===== src/rtl/pe_injector_pkg.sv =====
`default_nettype none
// ============================================================================
//  Module      : pe_injector_pkg
//  Description : Shared NoC system package. It holds the channel width, the
//                flit-valid bit position and the flit-type field positions
//                used by both the router and the PE injector. It also holds
//                the injector state encoding and a small flit helper.
//  Revision    : 1.0 - initial release
// ============================================================================
package pe_injector_pkg;

    // Router channel geometry
    localparam int CHANNEL_WIDTH = 16;
    localparam int VALID_BIT     = CHANNEL_WIDTH - 1;

    // Flit-type field sits just below the valid bit
    localparam int FLIT_TYPE_HI  = CHANNEL_WIDTH - 2;
    localparam int FLIT_TYPE_LO  = CHANNEL_WIDTH - 3;

    typedef enum logic [1:0] {
        FLIT_BODY   = 2'b00,
        FLIT_HEADER = 2'b01,
        FLIT_TAIL   = 2'b10
    } flit_type_e;

    // Injector control states
    typedef enum logic [0:0] {
        IDLE = 1'b0,
        SEND = 1'b1
    } inj_state_e;

    // Return a flit with its valid bit forced high
    function automatic logic [CHANNEL_WIDTH-1:0] mark_valid(
        input logic [CHANNEL_WIDTH-1:0] flit
    );
        logic [CHANNEL_WIDTH-1:0] r;
        r            = flit;
        r[VALID_BIT] = 1'b1;
        return r;
    endfunction

endpackage : pe_injector_pkg
`default_nettype wire


===== src/rtl/pe_injector_credit.sv =====
`default_nettype none
// ============================================================================
//  Module      : credit_counter
//  Description : Credit counter for the downstream router buffer. It starts
//                full, counts down on each send (dec) and up on each credit
//                return (inc). It saturates at BUFFER_DEPTH. The overflow
//                output flags a credit that arrives while already full.
//  Revision    : 1.0 - initial release
// ============================================================================
module credit_counter #(
    parameter int BUFFER_DEPTH = 4,
    parameter int CNT_W        = $clog2(BUFFER_DEPTH + 1)
) (
    input  logic             clk,
    input  logic             reset,
    input  logic             inc,
    input  logic             dec,
    output logic [CNT_W-1:0] count,
    output logic             available,
    output logic             overflow
);

    localparam logic [CNT_W-1:0] FULL = CNT_W'(BUFFER_DEPTH);

    logic [CNT_W-1:0] count_q;
    logic [CNT_W-1:0] count_d;

    // Next count: inc and dec together cancel; saturate at both ends
    always_comb begin
        count_d = count_q;
        if (inc && !dec) begin
            if (count_q != FULL) begin
                count_d = count_q + 1'b1;
            end
        end else if (dec && !inc) begin
            if (count_q != '0) begin
                count_d = count_q - 1'b1;
            end
        end
    end

    // Count register, reset to a full buffer's worth of credits
    always_ff @(posedge clk or posedge reset) begin
        if (reset) begin
            count_q <= FULL;
        end else begin
            count_q <= count_d;
        end
    end

    assign count     = count_q;
    assign available = (count_q != '0);
    assign overflow  = inc && !dec && (count_q == FULL);

endmodule : credit_counter
`default_nettype wire


===== src/rtl/pe_injector.sv =====
`default_nettype none
// ============================================================================
//  Module      : pe_injector
//  Description : Takes a whole packet from a processing element. It then
//                serialises the packet one flit per cycle onto a router
//                input channel, with credit-based flow control.
//                Optional macro CREDIT_CHECK_EN adds a sticky credit_error
//                output. This output flags a credit that is returned while
//                the counter is already full.
//  Revision    : 1.0 - initial release
// ============================================================================
module pe_injector
    import pe_injector_pkg::*;
#(
    parameter int BUFFER_DEPTH = 4,
    parameter int PACKET_FLITS = 5
) (
    input  logic                                  clk,
    input  logic                                  reset,
    input  logic                                  pe_valid,
    output logic                                  pe_ready,
    input  logic [PACKET_FLITS*CHANNEL_WIDTH-1:0] pe_packet,
    output logic [CHANNEL_WIDTH-1:0]              channel_out,
    input  logic                                  credit_in,
`ifdef CREDIT_CHECK_EN
    output logic                                  credit_error,
`endif
    output logic                                  busy
);

    localparam int CNT_W = $clog2(BUFFER_DEPTH + 1);
    localparam int IDX_W = $clog2(PACKET_FLITS);
    localparam logic [IDX_W-1:0] LAST_IDX = IDX_W'(PACKET_FLITS - 1);

    inj_state_e                           state_q, state_d;
    logic [IDX_W-1:0]                     idx_q, idx_d;
    logic [PACKET_FLITS*CHANNEL_WIDTH-1:0] packet_q, packet_d;
    logic [CHANNEL_WIDTH-1:0]             chan_q, chan_d;

    logic                     w_available;
    logic                     w_send;
    logic [CNT_W-1:0]         w_credit_count;
    logic [CHANNEL_WIDTH-1:0] w_flits [PACKET_FLITS];

    // View the held packet as an array of flits, flit 0 in the LSBs
    for (genvar g = 0; g < PACKET_FLITS; g++) begin : g_flit
        assign w_flits[g] = packet_q[g*CHANNEL_WIDTH +: CHANNEL_WIDTH];
    end

    // A flit goes out only in SEND with a registered credit in hand
    assign w_send = (state_q == SEND) && w_available;

`ifdef CREDIT_CHECK_EN
    logic w_overflow;
    logic credit_error_q;

    credit_counter #(
        .BUFFER_DEPTH (BUFFER_DEPTH)
    ) u_credit (
        .clk       (clk),
        .reset     (reset),
        .inc       (credit_in),
        .dec       (w_send),
        .count     (w_credit_count),
        .available (w_available),
        .overflow  (w_overflow)
    );

    // Sticky flag for a credit returned while already full; cleared by reset only
    always_ff @(posedge clk or posedge reset) begin
        if (reset) begin
            credit_error_q <= 1'b0;
        end else if (w_overflow) begin
            credit_error_q <= 1'b1;
        end
    end

    assign credit_error = credit_error_q;
`else
    credit_counter #(
        .BUFFER_DEPTH (BUFFER_DEPTH)
    ) u_credit (
        .clk       (clk),
        .reset     (reset),
        .inc       (credit_in),
        .dec       (w_send),
        .count     (w_credit_count),
        .available (w_available),
        .overflow  ()
    );
`endif

    // Next-state, serializer and channel data; the channel stays zero unless a flit is sent
    always_comb begin
        state_d  = state_q;
        idx_d    = idx_q;
        packet_d = packet_q;
        chan_d   = '0;
        case (state_q)
            IDLE: begin
                if (pe_valid) begin
                    packet_d = pe_packet;
                    idx_d    = '0;
                    state_d  = SEND;
                end
            end
            SEND: begin
                if (w_available) begin
                    chan_d = mark_valid(w_flits[idx_q]);
                    if (idx_q == LAST_IDX) begin
                        idx_d   = '0;
                        state_d = IDLE;
                    end else begin
                        idx_d = idx_q + 1'b1;
                    end
                end
            end
            default: begin
                state_d = IDLE;
            end
        endcase
    end

    // State, index, packet and registered channel output
    always_ff @(posedge clk or posedge reset) begin
        if (reset) begin
            state_q  <= IDLE;
            idx_q    <= '0;
            packet_q <= '0;
            chan_q   <= '0;
        end else begin
            state_q  <= state_d;
            idx_q    <= idx_d;
            packet_q <= packet_d;
            chan_q   <= chan_d;
        end
    end

    assign channel_out = chan_q;
    assign pe_ready    = (state_q == IDLE);
    assign busy        = (state_q == SEND);

endmodule : pe_injector
`default_nettype wire


===== config.mk =====
export PLATFORM = sky130hd
export DESIGN_NAME = pe_injector
export DESIGN_NICKNAME = d
export VERILOG_FILES = /design/src/rtl/pe_injector_pkg.sv /design/src/rtl/pe_injector_credit.sv /design/src/rtl/pe_injector.sv
export SDC_FILE = /design/constraint.sdc
export NUM_CORES = 1
export LEC_CHECK = 0
export BUFFER_PORTS_ARGS = -buffer_cell sky130_fd_sc_hd__buf_2
export CAP_MARGIN = 20
export CORE_MARGIN = 4
export CORE_UTILIZATION = 58
export DETAILED_ROUTE_END_ITERATION = 10
export PLACE_DENSITY_LB_ADDON = 0.05
export SYNTH_ARGS = -nofsm -noshare
export SYNTH_HDL_FRONTEND = slang
export SYNTH_SLANG_ARGS = --single-unit

===== constraint.sdc =====
create_clock -name clk -period 8.3 [get_ports clk]
set_input_delay 1.66 -clock clk [delete_from_list [all_inputs] [get_ports clk]]
set_output_delay 1.66 -clock clk [all_outputs]
set_load 0.1 [all_outputs]

======== Yosys cells after proc, flatten, opt, wreduce, memory -nomap -nowiden ========
Cells that the tools add are included.
storage, ports and cells
  register bits ........................... 103
  bits of input ports ..................... 84
  logic and storage cells ................. 44
operators by class
  add/sub/neg operators ................... 3
  $lt $le $gt $ge ......................... 1
  equality and inequality tests ........... 5
  mux-type cells .......................... 17
  bitwise logic cells ..................... 2
  reduce and logical (&&, ||, !) cells .... 11
operators by type and width
  operator               count
  $bmux W16 S3           1
  $mux W16               2
  $mux W15               2
  $mux W3                7
  $add A3 B1 Y3 const B  2
  $pmux W3 S2            1
  $ge A4 B4 Y1 const B   1
  $ne A2 B1 Y1 const B   2
  $not A3 Y4             1
  $reduce_and A2 Y1      2
  $reduce_bool A2 Y1     2
  $eq A3 B3 Y1 const B   1
  $logic_and A1 B1 Y1    3
  $mux W1                3
  $ne A3 B3 Y1 const B   1
  $reduce_and A3 Y1      1
  $reduce_bool A3 Y1     1
  $sub A3 B1 Y3 const B  1
  $logic_not A1 Y1       2
  $ne A2 B2 Y1 const B   1
  $pmux W1 S2            1
  $not A1 Y1             1

======== Depth between registers and ports, before layout ========
  depth in word-level cells ............... 6
  gate-level depth with buffers ........... 7
  mapped depth without buffers ............ 7

======== Hierarchy ========
A second synthesis with hierarchy kept.
second synthesis, totals
  cells, all modules ...................... 296
  area total of the unflattened synthesis .. 4,362.9 um2
modules (own cells, without submodules)
  module          instances  cells an instance  area each (um2)  seq. area each (um2)
  pe_injector     1          269                4,137.7          2,377.3
  credit_counter  1          27                 225.2            76.3

======== Worst setup path after synthesis ========
No wires, ideal clock.
  kind .................................... reg-to-output
  from .................................... reg state_q, in the netlist busy
  to ...................................... out pe_ready
  data arrival time ....................... 1.733 ns
  data required time ...................... 6.640 ns
  setup slack ............................. 4.907 ns
  stages on the path, launching flop included .. 2
  path through ............................ dfrtp_1 > inv_1
between the ends
  longest elaborated chain between the ends .. 1
RTL lines
  item                         line                RTL
  start, declared              pe_injector.sv:35   inj_state_e state_q, state_d;
  start signal, assigned       pe_injector.sv:132  state_q <= state_d;
  $not A1 Y1 (no source line)  -
  end, declared                pe_injector.sv:21   output logic pe_ready,
No other way between the ends.

======== Worst setup path after layout ========
  from .................................... reg state_q, in the netlist busy
  to ...................................... out busy
RTL lines
  item           line               RTL
  end, declared  pe_injector.sv:28  output logic busy
No word-level cell between the ends.

==> flow_summary.ini <==
[layout]
regArea_sq_um = 2450
final_cell_mix = nand2_1 (229), dfrtp_1 (97), buf_2 (96)
multi_input_area_sq_um = 1690
drive_above_1_share_pct = 26.1
n_antenna_cell = 0
final_cell_area_sq_um = 5010
fillerInstances = 614
utilization_pct = 69.0
syn_to_final_growth_pct = 15.4
nets = 628
layout_commonest_cell = nand2_1

[yosys]
avgSynthCellArea_sq_um = 9.51
syn-cell-area_sq_um = 4340
ys_seq_elements = 98
async_flop_share_pct = 100
synth_edf_count = 0
yosys_warnings = 0
yosysSeqAreaShare_pct = 56.6
synthCells = 456
syn_nets = 544
synth_ff_type = dfrtp_1
synth_cell_types = 40

[placed_design]
io_buffers = 96
gp_congestion = 0.789
placed_cell_area_sq_um = 4790
dp_hpwl_microns = 6310

[worst_setup_path]
cp_max_fo = 8
crit_chain = buf_2
slowest_stage = dfrtp_1
critical_path_arrival_ns = 1.40
r2r-end = u_credit.count[2]$_DFFE_PP1P_
r2r_setup_slack_ns = 5.98
critPathTopFamily = flip-flops
worstRegToRegCells = 7
cp_slowest_stage_delay_ns = 0.55
reg2reg_from = u_credit.count[1]$_DFFE_PP0P_
worstPathRequired_ns = 6.64
crit_type = reg -> out
crit_path_start_kind = flop
cp_num_buf_inv = 1
endpoint_kind = output pin

[outcome]
status = completed

[clocking]
cts.sinks = 98
cts_resized = 0
insertion_delay_ns = 0.36
path_clk_slew_ns = 0.09
post_cts_buffers = 0
cts_buffers = 9
cts_max_level = 3
cts_root_buf = clkbuf_8
cts_tree = yes
cts_max_path_buffers = 2
hold_buffers = 0

[sta]
finalCritPeriodShare_pct = 36.9
tightest_slew_ns = 1.03
setup_viol = 0
slew_headroom_pct = 31.0
slew_viol_final = 0
max_clock_freq_ghz = 0.327
skew_ns = 0.00720
rsz0062_at_grt = no
min_period_ns = 3.06
setup_tns_ns = 0
hold_viol = 0

[routing]
ant_nets = 0
firstDrtPassIters = 4
vias_per_cell = 5.05
wl_microns = 9100
avgRoutedWirePerCell_microns = 14.1
drc_errors = 0
drtIter0Drc = 175
vias = 3253

[floorplan]
fp-row-count = 31
die_y_microns = 94.5
core_area_sq_um = 7250
fp.dieW_microns = 94.5
start_util_pct = 59.8
die_area_sq_um = 8930
num_io_pins = 102

[hold_path]
min_to = packet_q[58]$_DFFE_PP0P_
min_path_type = reg -> reg
min-delay-start = packet_q[58]$_DFFE_PP0P_
hold_depth = 2

[flow_run]
maxCapViolations = 0

[global_routing]
grt.overflow.total = 0
grt_pass1_wl_microns = 14800
grt_max_degree = 79
first_global_vias = 3097
grt_antenna_before_repair = 0
track_usage_pct = 21.5

[power]
power_mw = 2.07
leakagePower_nw = 2.72
power_per_cell_area_nw_per_um2 = 414
vdd_drop_max_mv = 0.238
==> state kept, by name (all words and copies together), names as in the netlist <==
register	flops
packet_q	75
channel_out	16
idx_q	3
busy	1
u_credit.count	3
==> routing by layer <==
metal  global-route usage (%)  wire (microns)  up-vias
met3                     5.66             580        5
met4                     4.45              64        0
li1                         -               -     1643
met5                        0               0        -
met1                     31.2            4240     1519
met2                     33.0            4210       86
==> kinds of logic after synthesis <==
group           synth area share (%)
compound gates                  7.04
flops                           56.6
xor+xnor                       0.202
simple gates                    22.7
buf+inv                         4.82
fa+ha+maj                       1.33
mux                             7.33
==> cell type report <==
class,instances,share of cell area (%)
multi-input cells,325,33.7
clock inverters,5,1.20
inverters,7,0.575
clock buffers,11,3.02
flip-flops and latches,98,49.0
repair buffers,99,10.0
well taps,99,2.47
==> Yosys cell counts, types with 2 or more instances <==
library cell / number / share of area [%]
nor3_1: 2 / 0.23
o21ai_0: 2 / 0.23
dfrtp_1: 97 / 56
o31ai_1: 2 / 0.35
nor2b_1: 3 / 0.43
buf_2: 13 / 1.5
a22oi_1: 13 / 2.2
nor2_1: 4 / 0.35
nand3_1: 3 / 0.35
inv_2: 2 / 0.17
mux2i_1: 16 / 3.7
buf_4: 7 / 1.2
nand2_1: 229 / 20
inv_1: 5 / 0.43
mux2_2: 14 / 3.6
clkbuf_8: 2 / 0.63
o21bai_1: 2 / 0.35
a21oi_1: 2 / 0.23
ha_1: 3 / 0.87
o22ai_1: 13 / 1.9
buf_6: 3 / 0.78
==> metrics by stage <==
| stage | cells | hold slack [ns] | setup slack (ns) |
|---|---|---|---|
| floorplan | 456 | 0.438 | 4.08 |
| global placement | 628 | 0.452 | 5.14 |
| detailed placement | 628 | 0.456 | 5.12 |
| CTS | 644 | 0.481 | 5.22 |
| global route | 644 | 0.489 | 5.18 |
| finish | 644 | 0.479 | 5.24 |
==> power breakdown <==
group          switching (mW)  total [mW]  internal, mW
combinational           0.595       0.902         0.308
clock                   0.163       0.321         0.157
sequential              0.157       0.849         0.692
==> how the worst max path moves through the flow <==
stage               cells past startpoint            from                        to  slack, ns
floorplan                               1           reset            busy$_DFF_PP0_       4.08
detailed placement                      5        pe_valid  packet_q[26]$_DFFE_PP0P_       5.12
global route                            1  busy$_DFF_PP0_                      busy       5.18
global placement                        5        pe_valid  packet_q[26]$_DFFE_PP0P_       5.14
finish                                  1  busy$_DFF_PP0_                      busy       5.24
CTS                                     1  busy$_DFF_PP0_                      busy       5.22
Note: power is estimated with default switching activity, not from simulation.
